--- src/rtl/dht11_read_scheduler_pkg.sv ---
// Shared definitions for the DHT11 read scheduler: FSM state encoding,
// requester bit positions, timer width and a saturating increment helper.
package dht11_read_scheduler_pkg;

  typedef enum logic [2:0] {
    StIdle   = 3'd0,
    StStart  = 3'd1,
    StLaunch = 3'd2,
    StBusy   = 3'd3,
    StCheck  = 3'd4,
    StFail   = 3'd5,
    StRetry  = 3'd6,
    StFinish = 3'd7
  } state_e;

  // Requester bit positions in the pending / served masks.
  localparam int unsigned ReqBtn  = 0;
  localparam int unsigned ReqUart = 1;
  localparam int unsigned ReqAuto = 2;

  // Width of the millisecond down-counters; periods must fit below 2^16 ms.
  localparam int unsigned CntW = 16;

  function automatic logic [15:0] sat_inc(input logic [15:0] v);
    return (v == 16'hFFFF) ? v : v + 16'd1;
  endfunction

endpackage

--- src/rtl/dht11_ms_timer.sv ---
// Millisecond down-counter: a prescaler turns 1 us ticks into ms ticks and a
// loadable counter counts down to 0, where it sticks and flags expired.
// Loading also restarts the prescaler so a load always measures a full period.
module dht11_ms_timer
  import dht11_read_scheduler_pkg::*;
#(
  parameter int unsigned TICKS_PER_MS = 1000,
  parameter int unsigned PERIOD_MS    = 1000
) (
  input  logic clk,
  input  logic rst,
  input  logic tick_1us,
  input  logic load,
  output logic expired
);

  localparam int unsigned PreW = (TICKS_PER_MS > 1) ? $clog2(TICKS_PER_MS) : 1;

  logic [PreW-1:0] pre_q;
  logic [CntW-1:0] cnt_q;

  // Prescaler and down-counter; reset value is the full period.
  always_ff @(posedge clk or posedge rst) begin
    if (rst) begin
      pre_q <= '0;
      cnt_q <= CntW'(PERIOD_MS);
    end else if (load) begin
      pre_q <= '0;
      cnt_q <= CntW'(PERIOD_MS);
    end else if (tick_1us) begin
      if (pre_q == PreW'(TICKS_PER_MS - 1)) begin
        pre_q <= '0;
        if (cnt_q != '0) cnt_q <= cnt_q - CntW'(1);
      end else begin
        pre_q <= pre_q + PreW'(1);
      end
    end
  end

  assign expired = (cnt_q == '0);

endmodule

--- src/rtl/dht11_read_scheduler.sv ---
// DHT11 read scheduler: merges button, UART and auto-poll requests into
// sensor transactions, enforces the inter-read gap, retries failed reads,
// resets a hung control unit and keeps the last good humidity/temperature.
// Optional: define DHT11_SCHED_STATS_EN for success / failed-attempt counters.
module dht11_read_scheduler
  import dht11_read_scheduler_pkg::*;
#(
  parameter int unsigned TICKS_PER_MS   = 1000,
  parameter int unsigned MIN_GAP_MS     = 2000,
  parameter int unsigned AUTO_PERIOD_MS = 5000,
  parameter int unsigned TIMEOUT_MS     = 40,
  parameter int unsigned MAX_RETRY      = 2
) (
  input  logic        clk,
  input  logic        rst,
  input  logic        i_tick_1us,
  input  logic        i_btn_req,
  input  logic        i_uart_req,
  input  logic        i_auto_en,
  input  logic [3:0]  i_sensor_state,
  input  logic        i_sensor_valid,
  input  logic [7:0]  i_humidity,
  input  logic [7:0]  i_temperature,
  output logic        o_start,
  output logic        o_sensor_rst,
  output logic [7:0]  o_humidity,
  output logic [7:0]  o_temperature,
  output logic        o_data_valid,
  output logic        o_err,
  output logic        o_done,
  output logic [2:0]  o_served,
  output logic        o_busy,
  output logic [15:0] o_ok_cnt,
  output logic [15:0] o_fail_cnt
);

  state_e     state_q;
  logic [2:0] pending_q, active_q, req_set;
  logic [7:0] retry_q;
  logic       retry_left, auto_fire;
  logic       gap_expired, auto_expired, to_expired;
  logic       gap_load, auto_load, to_load;

  assign retry_left = (retry_q < 8'(MAX_RETRY));
  assign auto_fire  = i_auto_en & auto_expired;
  assign gap_load   = (state_q == StFinish) || ((state_q == StFail) && retry_left);
  assign to_load    = (state_q == StStart);
  // Holding the load while disabled keeps the auto timer at its reload value.
  assign auto_load  = ~i_auto_en | auto_expired;

  // New request bits from all three sources this cycle.
  always_comb begin
    req_set          = '0;
    req_set[ReqBtn]  = i_btn_req;
    req_set[ReqUart] = i_uart_req;
    req_set[ReqAuto] = auto_fire;
  end

  dht11_ms_timer #(.TICKS_PER_MS(TICKS_PER_MS), .PERIOD_MS(MIN_GAP_MS)) u_gap_timer (
    .clk(clk), .rst(rst), .tick_1us(i_tick_1us), .load(gap_load), .expired(gap_expired)
  );

  dht11_ms_timer #(.TICKS_PER_MS(TICKS_PER_MS), .PERIOD_MS(AUTO_PERIOD_MS)) u_auto_timer (
    .clk(clk), .rst(rst), .tick_1us(i_tick_1us), .load(auto_load), .expired(auto_expired)
  );

  dht11_ms_timer #(.TICKS_PER_MS(TICKS_PER_MS), .PERIOD_MS(TIMEOUT_MS)) u_timeout_timer (
    .clk(clk), .rst(rst), .tick_1us(i_tick_1us), .load(to_load), .expired(to_expired)
  );

  // Transaction FSM with registered outputs and the pending request mask.
  always_ff @(posedge clk or posedge rst) begin
    if (rst) begin
      state_q       <= StIdle;
      pending_q     <= '0;
      active_q      <= '0;
      retry_q       <= '0;
      o_start       <= 1'b0;
      o_sensor_rst  <= 1'b0;
      o_humidity    <= '0;
      o_temperature <= '0;
      o_data_valid  <= 1'b0;
      o_err         <= 1'b0;
      o_done        <= 1'b0;
      o_served      <= '0;
      o_busy        <= 1'b0;
    end else begin
      o_start      <= 1'b0;
      o_sensor_rst <= 1'b0;
      o_done       <= 1'b0;
      o_served     <= '0;
      pending_q    <= pending_q | req_set;
      unique case (state_q)
        StIdle: begin
          if ((pending_q != '0) && gap_expired) begin
            // Snapshot takes every pending bit; only this cycle's arrivals stay.
            active_q  <= pending_q;
            pending_q <= req_set;
            o_start   <= 1'b1;
            o_busy    <= 1'b1;
            state_q   <= StStart;
          end
        end
        StStart: state_q <= StLaunch;
        StLaunch, StBusy: begin
          if (to_expired) begin
            o_sensor_rst <= 1'b1;
            state_q      <= StFail;
          end else if ((state_q == StLaunch) && (i_sensor_state != 4'd0)) begin
            state_q <= StBusy;
          end else if ((state_q == StBusy) && (i_sensor_state == 4'd0)) begin
            state_q <= StCheck;
          end
        end
        StCheck: begin
          if (i_sensor_valid) begin
            o_humidity    <= i_humidity;
            o_temperature <= i_temperature;
            o_data_valid  <= 1'b1;
            o_err         <= 1'b0;
            o_done        <= 1'b1;
            o_served      <= active_q;
            state_q       <= StFinish;
          end else begin
            state_q <= StFail;
          end
        end
        StFail: begin
          if (retry_left) begin
            retry_q <= retry_q + 8'd1;
            state_q <= StRetry;
          end else begin
            o_err    <= 1'b1;
            o_done   <= 1'b1;
            o_served <= active_q;
            state_q  <= StFinish;
          end
        end
        StRetry: begin
          if (gap_expired) begin
            o_start <= 1'b1;
            state_q <= StStart;
          end
        end
        StFinish: begin
          retry_q <= '0;
          o_busy  <= 1'b0;
          state_q <= StIdle;
        end
        default: state_q <= StIdle;
      endcase
    end
  end

`ifdef DHT11_SCHED_STATS_EN
  logic        ok_inc, fail_inc;
  logic [15:0] ok_cnt_q, fail_cnt_q;

  assign ok_inc   = (state_q == StCheck) && i_sensor_valid;
  assign fail_inc = ((state_q == StCheck) && !i_sensor_valid) ||
                    (((state_q == StLaunch) || (state_q == StBusy)) && to_expired);

  // Saturating counters of good transactions and of failed attempts.
  always_ff @(posedge clk or posedge rst) begin
    if (rst) begin
      ok_cnt_q   <= '0;
      fail_cnt_q <= '0;
    end else begin
      if (ok_inc)   ok_cnt_q   <= sat_inc(ok_cnt_q);
      if (fail_inc) fail_cnt_q <= sat_inc(fail_cnt_q);
    end
  end

  assign o_ok_cnt   = ok_cnt_q;
  assign o_fail_cnt = fail_cnt_q;
`else
  assign o_ok_cnt   = '0;
  assign o_fail_cnt = '0;
`endif

endmodule

--- config.mk ---
export PLATFORM = sky130hd
export DESIGN_NAME = dht11_read_scheduler
export DESIGN_NICKNAME = d
export VERILOG_FILES = /design/src/rtl/dht11_read_scheduler_pkg.sv /design/src/rtl/dht11_ms_timer.sv /design/src/rtl/dht11_read_scheduler.sv
export SDC_FILE = /design/constraint.sdc
export NUM_CORES = 1
export LEC_CHECK = 0
export BUFFER_PORTS_ARGS = -buffer_cell sky130_fd_sc_hd__buf_2
export CAP_MARGIN = 0
export CORE_UTILIZATION = 35
export CTS_CLUSTER_DIAMETER = 40
export CTS_CLUSTER_SIZE = 14
export DETAILED_ROUTE_END_ITERATION = 10
export GPL_ROUTABILITY_DRIVEN = 0
export PLACE_DENSITY_LB_ADDON = 0.08
export SLEW_MARGIN = 20
export SYNTH_ARGS = -nofsm -noshare
export SYNTH_HDL_FRONTEND = slang
export SYNTH_HIERARCHICAL = 1
export SYNTH_SLANG_ARGS = --single-unit
export TNS_END_PERCENT = 50
--- constraint.sdc ---
create_clock -name clk -period 3.8 [get_ports clk]
set_clock_uncertainty 0.2 [all_clocks]
set_input_delay 0.76 -clock clk [delete_from_list [all_inputs] [get_ports clk]]
set_output_delay 0.76 -clock clk [all_outputs]
set_load 0.005 [all_outputs]
======== Word level (Yosys, flattened, before mapping) ========
Cells that the tools add are included.
storage, ports and cells
  register bits after elaboration ......... 120
  bits of input ports ..................... 27
  output and inout port bits .............. 57
  word-level logic and storage cells ...... 133
operators by class
  $add $sub $neg .......................... 7
  magnitude comparators ................... 1
  eq/ne operators ......................... 16
  mux-type cells .......................... 49
  bitwise operators ....................... 4
  reductions and logical operators ........ 37
operator list
  kind                     count
  $mux W16                 12
  $mux W10                 9
  $logic_not A16 Y1        3
  $reduce_bool A16 Y1      3
  $sub A16 B1 Y16 const B  3
  $add A10 B1 Y10 const B  3
  $eq A10 B10 Y1 const B   3
  $mux W3                  9
  $reduce_bool A2 Y1       12
  $pmux W3 S7              1
  $pmux W8 S2              1
  $reduce_and A3 Y1        5
  $eq A3 B3 Y1 const B     4
  $mux W1                  10
  $ne A2 B2 Y1 const B     5
  $add A8 B1 Y8 const B    1
  $lt A8 B2 Y1 const B     1
  $mux W8                  1
  $pmux W1 S2              4
  $reduce_and A2 Y1        4
  $eq A3 B2 Y1 const B     2
  $pmux W3 S2              1
  $logic_and A1 B1 Y1      4
  $logic_not A4 Y1         1
  other kinds (12)         12

======== Longest topological paths before layout ========
Gate-level depths: netlist of the first run.
  depth in word-level cells ............... 6
  gate-level depth with buffers ........... 11
  gate-level depth less buffers ........... 10

======== By module ========
Netlist of the first run, hierarchy kept.
modules (own cells, without submodules)
  module                             instances  cells each  area each (µm²)  seq. area each (µm²)
  dht11_read_scheduler               1          168         1959.4           1051.0
  dht11_ms_timer at u_auto_timer     1          162         1591.5           656.9
  dht11_ms_timer at u_gap_timer      1          160         1527.7           658.1
  dht11_ms_timer at u_timeout_timer  1          149         1420.1           653.1

======== Worst setup path before layout of the first run ========
OpenSTA, ideal clock, no wires.
  kind .................................... reg-to-reg
  from .................................... register u_auto_timer.cnt_q[10]
  to ...................................... register u_auto_timer.cnt_q[8]
  library setup time ...................... 0.075 ns
  arrival ................................. 2.645 ns
  required time ........................... 3.525 ns
  path slack .............................. 0.880 ns
  stages on the path, launching flop included .. 10
  path buffers ............................ 2
  clock period less this slack ............ 2.920 ns
  cells stage by stage .................... dfrtp_1 -> nor4_1 -> nand4b_1 -> nor3_1 -> nand2b_1 -> clkbuf_1 -> nor3_4 -> buf_4 -> a2111oi_0 -> mux2i_1
on the way
  longest elaborated chain between the ends .. 4
  elaborated cells on any way between the ends .. 8
  those cells by class .................... mux: 1; bitwise: 1; reduce/logical: 6
ends and longest elaborated chain
  item                                 RTL line                    text
  from (decl)                          dht11_ms_timer.sv:20        logic [CntW-1:0] cnt_q;
  from (signal assigned)               dht11_ms_timer.sv:26        cnt_q <= CntW'(PERIOD_MS);
  from (signal assigned)               dht11_ms_timer.sv:29        cnt_q <= CntW'(PERIOD_MS);
  from (signal assigned)               dht11_ms_timer.sv:33        if (cnt_q != '0) cnt_q <= cnt_q - CntW'(1);
  $logic_not A16 Y1 *                  dht11_ms_timer.sv:40        assign expired = (cnt_q == '0);
  via auto_expired                     dht11_read_scheduler.sv:41  logic gap_expired, auto_expired, to_expired;
  $or A1 B1 Y1 *                       dht11_read_scheduler.sv:49  assign auto_load = ~i_auto_en | auto_expired;
  via auto_load                        dht11_read_scheduler.sv:42  logic gap_load, auto_load, to_load;
  $reduce_bool A2 Y1 (no source line)  -
  $reduce_and A3 Y1 (no source line)   -
The timed path passes the listed nets; every way through them passes the cells marked *.
A chain may end at the register's enable or synchronous reset.

======== Worst setup path in the final report of the first run ========
  from .................................... register u_auto_timer.cnt_q[2]
  to ...................................... register u_auto_timer.cnt_q[11]
The elaborated chain is that of the path after synthesis.

==> results of run 1 <==
## report_power, final
group	switching [mW]	leakage (nW)	internal, mW
clock	0.595	0.288	1.05
combinational	0.132	1.48	0.0976
sequential	0.0658	1.58	1.35
total	0.792	3.35	2.49
## flip-flops by register name (all words and copies together) (netlist names)
name and flops:
retry_q 8, o_temperature 8, u_gap_timer/cnt_q 16, o_served 3, state_q 3, active_q 3, o_humidity 8, o_start 1
u_timeout_timer/pre_q 10, u_auto_timer/pre_q 10, o_busy 1, o_data_valid 1, u_auto_timer/cnt_q 16, o_err 1, u_gap_timer/pre_q 10, o_sensor_rst 1
o_done 1, u_timeout_timer/cnt_q 16, pending_q 3
## logic make-up (layout without fill, tap and decap cells)
logic type                 Yosys count  count (layout)
and+or+nand+nor                    286             286
DFF                                120             120
AOI/OAI and AO/OA                   79              79
buffers and inverters               76             114
muxes                               38              38
xor gates and xnor gates            32              32
adders and majority gates            7               7
other                                1              32
## per-layer routing
| layer | wire, um | track usage |
|---|---|---|
| met1 | 6120 | 0.179 |
| met2 | 6410 | 0.240 |
| met3 | 379 | 0.0468 |
| met4 | 61 | 0.0473 |
| met5 | 0 | 0 |
## placed cells by master, fill, tap and decap left out, types with 19 or more instances in the layout
cell type and n:
or3_1 19, a21oi_1 20, dfrtp_1 107, nand2_1 36, conb_1 32, nor2_1 70
mux2_2 20, xor2_1 22, nor3_1 20, nor2b_1 23, buf_2 51
## worst paths after layout
check                                       from                         to  slack, ns  depth (start not counted)
max                        u_auto_timer/cnt_q[2]     u_auto_timer/cnt_q[11]       0.69                          7
min                                          rst  u_timeout_timer/cnt_q[13]       0.23                          2
min in group clk                     active_q[0]                active_q[0]       0.26                          2
max in group asynchronous                    rst       u_gap_timer/cnt_q[3]       2.65                          2
max reg2reg                u_auto_timer/cnt_q[2]     u_auto_timer/cnt_q[11]       0.69                          7
min reg2reg                          active_q[0]                active_q[0]       0.26                          2
## synth_stat cells, drive strengths merged (4+ instances only)
master and number:
nand3 18, or2 4, nand4b 6, nor4 22
nor3 22, nor4b 4, a22o 6, and2 10
buf 45, nand3b 6, a211oi 5, xor2 22
mux2i 8, dfstp 13, or3 19, a2111oi 6
o31a 5, inv 20, nand4 12, or4 10
dfrtp 107, and3 6, o31ai 6, nand2b 7
mux2 30, clkbuf 11, nor2 70, a21oi 20
ha 7, nand2 36, xnor2 10, o21ai 12
nor2b 23
## layout make-up
type	count	area (sq um)
fillers	1772	10600
multi-input cells	474	3150
flip-flops and latches	120	3020
clock buffers	18	439
repair buffers	62	338
well taps	229	287
clock inverters	14	174
inverters	20	75.1
==> parameters.txt, run 1 <==
Parameter                              Value

Power
  Peak ir drop on the vdd network ... 0.288 mV
  Static leakage ... around 3.3 nW
  PD cells ... approximately 440 nW/um^2
  Power after layout ... 3.29 mW

Yosys
  Mean instance size in the synthesized netlist ... 10.2 sq um
  Synthesized flop and latch total ... 120
  Ys async rst share ... 1.00
  Synth Area in Simple Gates ... 0.254
  Area contributors post-synth ... dfrtp_1, dfstp_2, nor2_1, buf_4, mux2_2
  Register area share after synthesis ... 0.465
  Synthesized-area fraction occupied by ao, oa, aoi and oai cells ... 0.0903
  Combinational family with the most area after synthesis ... simple AND/OR/NAND/NOR gates
  Post-Syn Area ... about 6500 sq um
  Count of flip-flops with a built-in enable after synthesis ... 0
  Post-synthesis mux area share ... 0.0643
  Count of warnings emitted by yosys ... 6
  Synth top area share ... 0.412
  Post-Synthesis Cells ... ~640
  Unique masters post-synth ... between 60 and 70
  Dominant register cell in the synthesized netlist ... dfrtp_1
  XOR/XNOR share of the synthesized area ... 0.0431
  Post-synthesis adder-cell area fraction ... 0.0135
  Dominant cell type by area after synthesis ... dfrtp_1

Floorplanning
  Die boundary height ... ~140 um
  Number of standard-cell rows in the floorplan ... around 50
  Placeable core area ... about 18000 sq um
  Total die area ... ~19000 sq um
  Effective utilization at floorplan ... 0.359
  Number of top-level pins ... between 80 and 90
  Die width ... around 140 um

Place
  Quantity of I/O buffers inserted on ports ... 51
  Placed Area ... between 6000 and 7000 sq um
  Placed cell count ... just over 900
  Pre-CTS worst setup slack ... around 0.7 ns
  Final HPWL DP ... ~9 mm

Worst setup path
  Slowest library cell on the worst path ... a2111oi_0
  Delay-heaviest family, CP ... simple AND/OR/NAND/NOR gates
  Maximum fanout along the worst path ... 14
  Required time of the critical path ... between 3 and 4 ns
  CP most frequent cell ... nor3_1
  Crit path buffers/inverters ... 0
  Slowest stage delay, CP ... about 0.47 ns
  Data arrival time of the worst path ... around 3.2 ns
  Start-to-end type of the worst setup path ... flop to flop
  CP endpoint kind ... flop
  Critical Path Start Type ... flop
  List of cells traversed by the critical path ... nor3_1, nand4b_1, nor3_1, nand2b_1, nor3_4, a2111oi_0, mux2_2

Detailed routing
  Initial DRC Count ... between 200 and 250
  Via total after detailed routing ... approximately 4700
  Post-detailed-route via-to-cell ratio ... around 5
  Detailed-route DRC error count ... 14
  Final routed wirelength across all metal layers ... roughly 13 mm
  1st-pass router iterations ... 8
  Average wire length per cell after detail routing ... between 10 and 15 um
  Detail Route Antenna Nets ... 0

Clocking
  Clock sink total ... 120
  Postcts setup bufs ... 0
  Later-pin clock latency in the skew report ... 0.42 ns
  H-Tree Level Count ... 4
  CTS clk-pin slew, worst paths ... 0.06 ns
  Number of hold buffers added after cts ... 0
  Cts bufs inserted ... 17
  Clock tree from TritonCTS ... yes
  Buffer levels on the longest clock path ... 2
  Buffer type at the clock tree root ... clkbuf_16
  Post-cts repair resize count ... 0

Final layout
  Final antenna diode count ... 0
  Post-route cell area ... between 7000 and 8000 sq um
  Filler-free cell count of the finished design ... 937
  Final net count ... between 700 and 800
  Share of final-layout standard cells stronger than drive strength 1 ... 0.213
  Area growth from synthesis to layout ... 15.1%
  Final core occ ... 0.414

Global routing
  All-layer global routing usage ... 0.145
  First-pass GRT wire length ... about 22 mm
  Vias in the first global route ... around 4600
  Total grt overflow ... 0
  Pin count of the biggest net entering global routing ... 43
  Antenna violations before repair ... 0

Timing
  Max frequency ... ~0.32 GHz
  Finish-stage setup viols ... 0
  Slew at the pin closest to its max-slew limit ... approximately 0.95 ns
  Final Worst Setup Slack ... a little under 0.7 ns
  Max transition margin ... 0.359
  Post-route setup TNS ... 0 ns
  Ratio of final minimum period to clock period ... 0.818
  RSZ-0062 raised after global routing ... false
  Worst slack on hold paths ... roughly 0.23 ns
  Final Critical Period ... ~3.1 ns
  Final-report hold violation count ... 0
  Final slew viol count ... 0

Run status
  Outcome ... complete, but fails checks
  Violations in the final reports ... DRC

Job
  Max-cap violation count ... 0

Worst hold path
  Hold crit path type ... input pin to asynchronous set/reset pin
Note: power is estimated with default switching activity, not from simulation.
==> run 2, diff against run 1 <==
==> constraint.sdc (replaced) <==
create_clock -name clk -period 2.95 [get_ports clk]
set_clock_uncertainty 0.2 [all_clocks]
set_input_delay 0.59 -clock clk [delete_from_list [all_inputs] [get_ports clk]]
set_output_delay 0.59 -clock clk [all_outputs]
set_load 0.005 [all_outputs]
==> run 2 against run 1 <==
  * The run still ends with DRC left
  * Utilization rose by 0.77 points
  * Worst setup slack worse by 0.54 ns
  * Via count grew 1.9%
  * Clock-buffer cell count grew 4
  * First-iteration DRC count down 15%
  * Clock power is 21% higher
  * Sequential power up 29%
  * Design area up 1.9%
  * Critical path type unchanged
  * Highest routed layer unchanged
==> parameters.txt, run 2 (synthesized netlist as in run 1, its figures left out) <==
Parameter                              Value

Run status
  Outcome ... complete, but fails checks
  Violations in the final reports ... DRC

Place
  Quantity of I/O buffers inserted on ports ... 51 (unchanged)
  Final HPWL DP ... 9.43 mm (+5.1%)
  Placed cell count ... 922 (+1.9%)

Worst setup path
  CP endpoint kind ... flop
  Maximum fanout along the worst path ... 17 (+3)
  Data arrival time of the worst path ... 2.88 ns (-0.32 ns)
  Critical Path Start Type ... flop
  Start-to-end type of the worst setup path ... flop to flop
  Required time of the critical path ... 3.04 ns (-0.85 ns)

Clocking
  Clock sink total ... 120 (unchanged)
  CTS clk-pin slew, worst paths ... 0.05 ns (about the same)
  Clock tree from TritonCTS ... yes
  Later-pin clock latency in the skew report ... 0.42 ns (about the same)
  Cts bufs inserted ... 17 (unchanged)
  H-Tree Level Count ... 4 (unchanged)
  Buffer levels on the longest clock path ... 2 (unchanged)
  Buffer type at the clock tree root ... clkbuf_16

Power
  PD cells ... 541 nW/um^2 (+23%)
  Power after layout ... 4.12 mW (+25%)
  Peak ir drop on the vdd network ... 0.373 mV (+29%)
  Static leakage ... 3.44 nW (+2.7%)

Floorplanning
  Die boundary height ... 138 um (unchanged)
  Number of standard-cell rows in the floorplan ... 49 (unchanged)
  Effective utilization at floorplan ... 0.359 (unchanged)
  Total die area ... 19100 sq um (unchanged)
  Number of top-level pins ... 84 (unchanged)
  Die width ... 138 um (unchanged)
  Placeable core area ... 18100 sq um (unchanged)

Final layout
  Filler-free cell count of the finished design ... 954 (+1.8%)
  Final net count ... 746 (+2.3%)
  Most frequent standard cell in the layout excluding fill and tap cells ... dfrtp_1
  Share of final-layout standard cells stronger than drive strength 1 ... 0.232 (+0.0184)
  Multi-input gate area ... 3210 sq um (+1.9%)
  Leading registers by flop count ... u_auto_timer/cnt_q (16), u_gap_timer/cnt_q (16), u_timeout_timer/cnt_q (16)
  Highest-count cells in the layout ignoring fill and taps ... dfrtp_1, nor2_1, buf_2
  Number of fill cells ... 1785 (+0.73%)
  Area growth from synthesis to layout ... 17.3%
  Seq. cell area ... 3020 sq um (unchanged)
  Final antenna diode count ... 0 (unchanged)

Timing
  Post-route setup TNS ... 0 ns (unchanged)
  Final Critical Period ... 2.80 ns (-0.312 ns)
  Slew at the pin closest to its max-slew limit ... 0.897 ns (-0.0583 ns)
  RSZ-0062 raised after global routing ... false
  Max transition margin ... 0.399 (+0.0391)
  Final-report hold violation count ... 0 (unchanged)
  Finish-stage setup viols ... 0 (unchanged)
  Ratio of final minimum period to clock period ... 0.948 (+0.130)
  Final slew viol count ... 0 (unchanged)
  Max frequency ... 0.358 GHz (+11%)

Global routing
  First-pass GRT wire length ... 23.4 mm (+5.3%)
  Antenna violations before repair ... 0 (unchanged)
  Pin count of the biggest net entering global routing ... 27 (-37%)
  All-layer global routing usage ... 0.152 (+0.00681)
  Vias in the first global route ... 4758 (+4.0%)
  Total grt overflow ... 0 (unchanged)

Detailed routing
  Detailed-route DRC error count ... 14 (unchanged)
  Via total after detailed routing ... 4834 (+1.9%)
  Average wire length per cell after detail routing ... 14.2 um (+2.4%)
  Post-detailed-route via-to-cell ratio ... 5.07 (+0.10%)
  Initial DRC Count ... 209 (-15%)
  Final routed wirelength across all metal layers ... 13.5 mm (+4.2%)
  Detail Route Antenna Nets ... 0 (unchanged)
  1st-pass router iterations ... 7 (-1)

Job
  Max-cap violation count ... 0 (unchanged)

Worst hold path
  Hold crit path type ... input pin to asynchronous set/reset pin
## run 2: cell types whose count changed in the layout (fill, tap and decap cells not counted), sizes merged
cell,change
bufinv,-1
buf,+17
clkinv,-1
clkbuf,+4
inv,+1
clkinvlp,-3
## run 2: timing repair
item / 4_1_cts / 5_1_grt
setup endpoints to repair: 0 / 18
gates resized for setup: 0 / 10
setup buffers: 0 / 0
hold buffers: 0 / 0
## run 2: routing by layer
layer  track usage  vias up  share of wire
met5             0        -              0
met4        0.0485        0         0.0090
met3        0.0436       11          0.040
met2         0.250       94           0.48
met1         0.193     2360           0.47
li1              -     2369              -
## run 2: layout make-up
class	instances	share of cell area
repair buffers	79	0.0611
inverters	20	0.00985
clock inverters	10	0.0135
multi-input cells	474	0.421
well taps	229	0.0376
flip-flops and latches	120	0.396
clock buffers	22	0.0609
## run 2: worst max-delay path: stages (launching register included)
cell	delay (ns)
dfrtp_1	0.40
inv_1	0.06
ha_1	0.21
nor2b_1	0.15
nand4b_1	0.16
nor3_2	0.06
nand2b_2	0.22
buf_4	0.18
a41oi_4	0.56
a21oi_1	0.15
mux2_2	0.32
## run 2: path summary, 6_finish.rpt
kind	endpoint	slack [ns]	cells after the start	start
min reg2reg	o_data_valid	0.26	1	o_data_valid
max in group asynchronous	o_humidity[0]	1.85	3	rst
max	u_auto_timer/cnt_q[1]	0.15	10	u_auto_timer/cnt_q[0]
min in group clk	pending_q[0]	0.16	2	i_btn_req
max reg2reg	u_auto_timer/cnt_q[1]	0.15	10	u_auto_timer/cnt_q[0]
min	u_gap_timer/pre_q[8]	0.07	3	rst
## run 2: power breakdown
group	switching, mW	total, mW	internal (mW)
combinational	0.177	0.309	0.132
sequential	0.0874	1.82	1.73
clock	0.714	1.99	1.27
## run 2: metrics by stage
step                setup WS [ns]  hold WS, ns   util  cell area (sq um)
finish                      0.153       0.0669  0.421               7620
global route              0.00808       0.0982  0.421               7620
CTS                        0.0183       0.0762  0.418               7560
detailed placement         0.0327        0.246  0.387               7000
global placement            0.159        0.257  0.387               7000
floorplan                  0.0298        0.238      -               6620
